===== src/rtl/genius_vga_pkg.sv =====
// Shared constants and helpers for the Genius VGA front end: 640x480@60 timing,
// quadrant split points, default palette and RGB444 -> RGB888 expansion.
package genius_vga_pkg;

  typedef logic [9:0]       coord_t;
  typedef logic [11:0]      rgb444_t;
  typedef logic [3:0][11:0] palette_t;  // index = quadrant, packed {Q3,Q2,Q1,Q0}

  typedef struct packed {
    logic [7:0] r;
    logic [7:0] g;
    logic [7:0] b;
  } rgb888_t;

  typedef enum logic [1:0] {
    QUAD_TL = 2'd0,
    QUAD_TR = 2'd1,
    QUAD_BL = 2'd2,
    QUAD_BR = 2'd3
  } quadrant_e;

  localparam coord_t H_ACTIVE = 10'd640;
  localparam coord_t H_FP     = 10'd16;
  localparam coord_t H_SYNC   = 10'd96;
  localparam coord_t H_BP     = 10'd48;
  localparam coord_t H_TOTAL  = H_ACTIVE + H_FP + H_SYNC + H_BP;
  localparam coord_t H_SYNC_START = H_ACTIVE + H_FP;
  localparam coord_t H_SYNC_END   = H_SYNC_START + H_SYNC;

  localparam coord_t V_ACTIVE = 10'd480;
  localparam coord_t V_FP     = 10'd10;
  localparam coord_t V_SYNC   = 10'd2;
  localparam coord_t V_BP     = 10'd33;
  localparam coord_t V_TOTAL  = V_ACTIVE + V_FP + V_SYNC + V_BP;
  localparam coord_t V_SYNC_START = V_ACTIVE + V_FP;
  localparam coord_t V_SYNC_END   = V_SYNC_START + V_SYNC;

  localparam coord_t H_SPLIT = 10'd320;
  localparam coord_t V_SPLIT = 10'd240;

  localparam palette_t DEFAULT_PALETTE = {12'h00A, 12'hAA0, 12'hA00, 12'h0A0};

  function automatic quadrant_e quadrant_of(coord_t h, coord_t v);
    return quadrant_e'({v >= V_SPLIT, h >= H_SPLIT});
  endfunction

  function automatic rgb888_t expand(rgb444_t c);
    rgb888_t o;
    o.r = {c[11:8], c[11:8]};
    o.g = {c[7:4],  c[7:4]};
    o.b = {c[3:0],  c[3:0]};
    return o;
  endfunction

endpackage


===== src/rtl/genius_vga_if.sv =====
// Timing bundle from the raster generator to the pixel path: live counters
// plus the registered sync/enable/frame-start signals.
interface genius_vga_if;
  import genius_vga_pkg::*;

  coord_t h;
  coord_t v;
  logic   hs;
  logic   vs;
  logic   disp_en;
  logic   frame_start;

  modport master (output h, v, hs, vs, disp_en, frame_start);
  modport slave  (input  h, v, hs, vs, disp_en, frame_start);

endinterface


===== src/rtl/vga_timing.sv =====
// 800x525 raster counters with registered HS/VS/DISP_EN and a frame-start strobe;
// registered outputs describe the pixel the counters held one cycle earlier.
module vga_timing
  import genius_vga_pkg::*;
(
  input  logic        clk,
  input  logic        rst,
  genius_vga_if.master tmg
);

  coord_t h_cnt;
  coord_t v_cnt;
  logic   hs;
  logic   vs;
  logic   disp_en;
  logic   frame_start;

  always_ff @(posedge clk) begin
    if (rst) begin
      h_cnt       <= '0;
      v_cnt       <= '0;
      hs          <= 1'b1;
      vs          <= 1'b1;
      disp_en     <= 1'b0;
      frame_start <= 1'b0;
    end else begin
      // NOTE: non-blocking updates let the decode below see the pre-edge counters.
      hs          <= !((h_cnt >= H_SYNC_START) && (h_cnt < H_SYNC_END));
      vs          <= !((v_cnt >= V_SYNC_START) && (v_cnt < V_SYNC_END));
      disp_en     <= (h_cnt < H_ACTIVE) && (v_cnt < V_ACTIVE);
      frame_start <= (h_cnt == '0) && (v_cnt == '0);

      if (h_cnt == H_TOTAL - 10'd1) begin
        h_cnt <= '0;
        v_cnt <= (v_cnt == V_TOTAL - 10'd1) ? '0 : v_cnt + 10'd1;
      end else begin
        h_cnt <= h_cnt + 10'd1;
      end
    end
  end

  assign tmg.h           = h_cnt;
  assign tmg.v           = v_cnt;
  assign tmg.hs          = hs;
  assign tmg.vs          = vs;
  assign tmg.disp_en     = disp_en;
  assign tmg.frame_start = frame_start;

endmodule


===== src/rtl/genius_top_level.sv =====
// Genius (Simon) display front end: VGA raster, writable four-quadrant palette,
// quadrant colour mux and nibble-to-byte expansion onto the DAC pins.
module genius_top_level
  import genius_vga_pkg::*;
(
  input  logic        CLOCK_25,
  input  logic        CLOCK_50,
  input  logic [0:0]  SW,
  input  logic        wren,
  input  logic [47:0] data,
  output logic        VGA_HS,
  output logic        VGA_VS,
  output logic        VGA_BLANK_N,
  output logic        DISP_EN,
  output logic        VGA_CLK,
  output logic        c1,
  output logic [7:0]  VGA_R,
  output logic [7:0]  VGA_G,
  output logic [7:0]  VGA_B
);

  logic      rst;
  palette_t  palette;
  rgb888_t   pixel;
  quadrant_e quad;
  logic      active;
  logic      unused_clock_50;

  assign rst             = SW[0];
  assign unused_clock_50 = CLOCK_50;

  genius_vga_if tmg ();

  vga_timing u_timing (
    .clk (CLOCK_25),
    .rst (rst),
    .tmg (tmg.master)
  );

  always_comb begin
    quad   = quadrant_of(tmg.h, tmg.v);
    active = (tmg.h < H_ACTIVE) && (tmg.v < V_ACTIVE);
  end

  always_ff @(posedge CLOCK_25) begin
    // NOTE: reset is tested before wren so a same-edge write cannot beat the default palette.
    if (rst) begin
      palette <= DEFAULT_PALETTE;
      pixel   <= '0;
    end else begin
      if (wren) palette <= data;
      pixel <= active ? expand(palette[quad]) : '0;
    end
  end

  assign VGA_HS      = tmg.hs;
  assign VGA_VS      = tmg.vs;
  assign DISP_EN     = tmg.disp_en;
  assign VGA_BLANK_N = tmg.disp_en;
  assign c1          = tmg.frame_start;
  assign VGA_CLK     = CLOCK_25;
  assign VGA_R       = pixel.r;
  assign VGA_G       = pixel.g;
  assign VGA_B       = pixel.b;

endmodule


===== config.mk =====
export PLATFORM = sky130hd
export DESIGN_NAME = genius_top_level
export DESIGN_NICKNAME = d
export VERILOG_FILES = /design/src/rtl/genius_vga_pkg.sv /design/src/rtl/genius_vga_if.sv /design/src/rtl/vga_timing.sv /design/src/rtl/genius_top_level.sv
export SDC_FILE = /design/constraint.sdc
export NUM_CORES = 1
export LEC_CHECK = 0
export CORE_MARGIN = 8
export CORE_UTILIZATION = 27
export CTS_CLUSTER_DIAMETER = 150
export DETAILED_ROUTE_END_ITERATION = 6
export HOLD_SLACK_MARGIN = 0.03
export SLEW_MARGIN = 20
export SYNTH_ARGS = -nofsm -noshare
export SYNTH_HDL_FRONTEND = slang
export SYNTH_SLANG_ARGS = --single-unit

===== constraint.sdc =====
create_clock -name CLOCK_25 -period 5.3 [get_ports CLOCK_25]
set_clock_uncertainty 0.05 [all_clocks]
set_input_delay 1.325 -clock CLOCK_25 [delete_from_list [all_inputs] [get_ports CLOCK_25]]
set_output_delay 1.325 -clock CLOCK_25 [all_outputs]
set_load 0.03 [all_outputs]

==> results.json, run 1 <==
{
  "slowest_delay_ps": 580,
  "synth-main-ff-cell": "dfxtp_1",
  "cts_tree": "done",
  "start_kind": "clock port",
  "vias_per_cell": 4.55,
  "holdPathStages": 2,
  "synth-edff-count": 0,
  "yosysWarnings": 0,
  "rrSetupSlack_ps": 2960,
  "rsz0062_at_grt": "false",
  "postCtsHoldBufs": 0,
  "drt_iter0_markers": 142,
  "clk_pin_slew_ps": 60,
  "crit_end": "VGA_CLK",
  "regToRegEndpoint": "u_timing.tmg.v[2]",
  "dp.cells": 586,
  "cp_max_fo": 2,
  "crit_top_cell": "clkbuf_16",
  "syn_area_mm2": 0.00354,
  "synthesis.nets": 420,
  "grt.total_usage_pct": 10.5,
  "final_common_cell": "dfxtp_1",
  "ir_worst_vdd_uv": 269,
  "die_x_um": 130,
  "arrival_ps": 3480,
  "routed-via-count": 2747,
  "finalHoldViolations": 0,
  "drive_above_1_share_pct": 5.84,
  "slowest_stage": "clkdlybuf4s50_1",
  "rows": 42,
  "postSynthCellCount": 364,
  "antenna_found_initial": 0,
  "areaGrowthSynthToFinish_pct": 35.8,
  "critPathRequiredTime_ps": 3920,
  "start_util_pct": 27.2,
  "finalSetupTns_ps": 0,
  "worst_pin_slew_ps": 976,
  "port_buffers": 80,
  "gp_congestion": 0.775,
  "power.leakage_nw": 1.80,
  "clkLatencyLatePin_ps": 450,
  "worst-path-buf-inv": 3,
  "slew_headroom_pct": 34.5,
  "status": "completed",
  "crit_type": "clock port to output port",
  "grt_max_degree": 64,
  "hpwlAfterDp_mm": 5.95,
  "regArea_mm2": 0.00168,
  "die_h_um": 130,
  "ctsResizeCount": 0,
  "cellPowerDensity_mw_per_mm2": 366,
  "async_reset_ff_share_pct": 0,
  "cts_setup_buffers": 0,
  "worstReg2RegStart": "u_timing.tmg.h[0]",
  "layout.nets": 480,
  "fillers": 1374,
  "antenna_cells": 0,
  "syn_area_per_cell_um2": 9.72,
  "max-cap-violations": 0,
  "end_kind": "output port",
  "cp.depth": 3,
  "top_level_ports": 82,
  "multi_input_area_mm2": 0.00163,
  "grt_overflow_total": 0,
  "setup_viol": 0,
  "wirelength_mm": 8.61,
  "crit_chain": "clkbuf_16 -> clkbuf_16 -> clkdlybuf4s50_1",
  "drt-pass1-iter-count": 4,
  "hold_path.class": "flop to flop",
  "dieArea_mm2": 0.0170,
  "dpl_cell_area_mm2": 0.00437,
  "cp_top_family": "buffers and inverters",
  "ys_ff_latch": 84,
  "wl_per_cell_um": 14.3,
  "drcViolationCount": 0,
  "grt_first_pass_wirelength_mm": 13.8,
  "grt_pass1_vias": 2787,
  "yosysSeqAreaShare_pct": 47.5,
  "layout.cells.non_filler": 604,
  "startpoint": "CLOCK_25",
  "ant_nets": 0,
  "drv_slew": 0,
  "coreArea_mm2": 0.0130,
  "synth_cell_types": 36,
  "layout_common_cells": "84 x dfxtp_1, 78 x clkdlybuf4s50_1, 63 x mux2i_1, 53 x nor2_1, 13 x o22ai_1",
  "worst_r2r_path_depth": 5,
  "fin_area_mm2": 0.00481
}
[power breakdown]
part           switching [W]  total (W)  internal, W
sequential         0.0000182   0.000682     0.000664
combinational      0.0000849   0.000175    0.0000901
clock               0.000286   0.000901     0.000616
total               0.000389    0.00176      0.00137
[sequential cells by signal, summed over array words and instances, names as in the netlist]
register                  cells
u_timing.tmg.disp_en          1
u_timing.tmg.h               10
u_timing.tmg.vs               1
u_timing.tmg.hs               1
u_timing.tmg.frame_start      1
VGA_G                         4
VGA_B                         4
palette                      48
VGA_R                         4
u_timing.tmg.v               10
[metal layers]
metal	wire [µm]	track usage (%)
met1	4030	12.8
met2	3950	16.1
met3	488	3.53
met4	148	5.20
met5	0	0
[cell type report]
class / count / share of cell area, %
Clock buffer: 13 / 6.46
Multi-Input combinational cell: 237 / 33.9
Tap cell: 176 / 4.58
Timing Repair Buffer: 82 / 16.7
Clock inverter: 6 / 2.86
Sequential cell: 84 / 35.0
Inverter: 6 / 0.469
[Yosys cell counts, types with 5 or more instances]
cell       n  area [µm²]
nor2_1    53         199
a211o_1   11        96.3
o22ai_1   13        81.3
dfxtp_1   84        1680
inv_1      6        22.5
nand4_1    5        31.3
clkbuf_1  13        48.8
a21oi_1    6        30.0
xor2_1     5        43.8
buf_4     14         105
mux2i_1   63         631
nor2b_1   11        68.8
nor3_1     9        45.0
xnor2_1    6        52.6
nand2_1   10        37.5
nand3_1   10        50.1
buf_1      5        18.8
[metrics by stage]
stage	power (W)	util [%]	setup WS, ps	hold WS [ps]
after CTS	0.00179	36.9	435	446
after floorplan	0.000826	-	1130	366
after detailed placement	0.000906	33.5	711	427
after global routing	0.00182	36.9	432	461
after global placement	0.000903	33.5	711	424
final	0.00176	36.9	444	441
[cells by family (layout without fill, tap and decap cells)]
| kind of cell | count (synthesis) | count (layout) | synth area share (%) |
|---|---|---|---|
| AND/OR/NAND/NOR | 120 | 120 | 16.6 |
| flip-flops | 84 | 84 | 47.5 |
| multiplexers | 63 | 63 | 17.8 |
| buffers and inverters | 43 | 107 | 6.40 |
| AO/OA/AOI/OAI | 39 | 39 | 7.50 |
| XOR/XNOR | 11 | 11 | 2.72 |
| adder cells (fa/ha/maj) | 4 | 4 | 1.41 |
[worst min path at each step]
| stage | startpoint | end | slack (ps) |
|---|---|---|---|
| 2_1_floorplan | u_timing.tmg.v[8] | u_timing.tmg.vs | 370 |
| 6_report | palette[28] | palette[28] | 440 |
| 3_3_place_gp | palette[44] | palette[44] | 420 |
| 5_1_grt | palette[14] | palette[14] | 460 |
| 4_1_cts | palette[14] | palette[14] | 450 |
| 3_5_place_dp | palette[14] | palette[14] | 430 |
[worst register-to-register path, delay by kind of cell (launching register included)]
kind | cells | cell delay, ps
fa+ha+maj | 1 | 230
flops | 1 | 380
compound gates | 1 | 590
simple gates | 3 | 960
Note: power is estimated with default switching activity, not from simulation.
==> run 2, diff against run 1 <==
--- a/config.mk
+++ b/config.mk
@@ -7,7 +7,7 @@
 export LEC_CHECK = 0
 export CORE_MARGIN = 8
 export CORE_UTILIZATION = 27
-export CTS_CLUSTER_DIAMETER = 150
+export CTS_CLUSTER_DIAMETER = 100
 export DETAILED_ROUTE_END_ITERATION = 6
 export HOLD_SLACK_MARGIN = 0.03
 export SLEW_MARGIN = 20
==> results of run 2 <==
The final DEF is identical to that of run 1; final timing and power are the same.
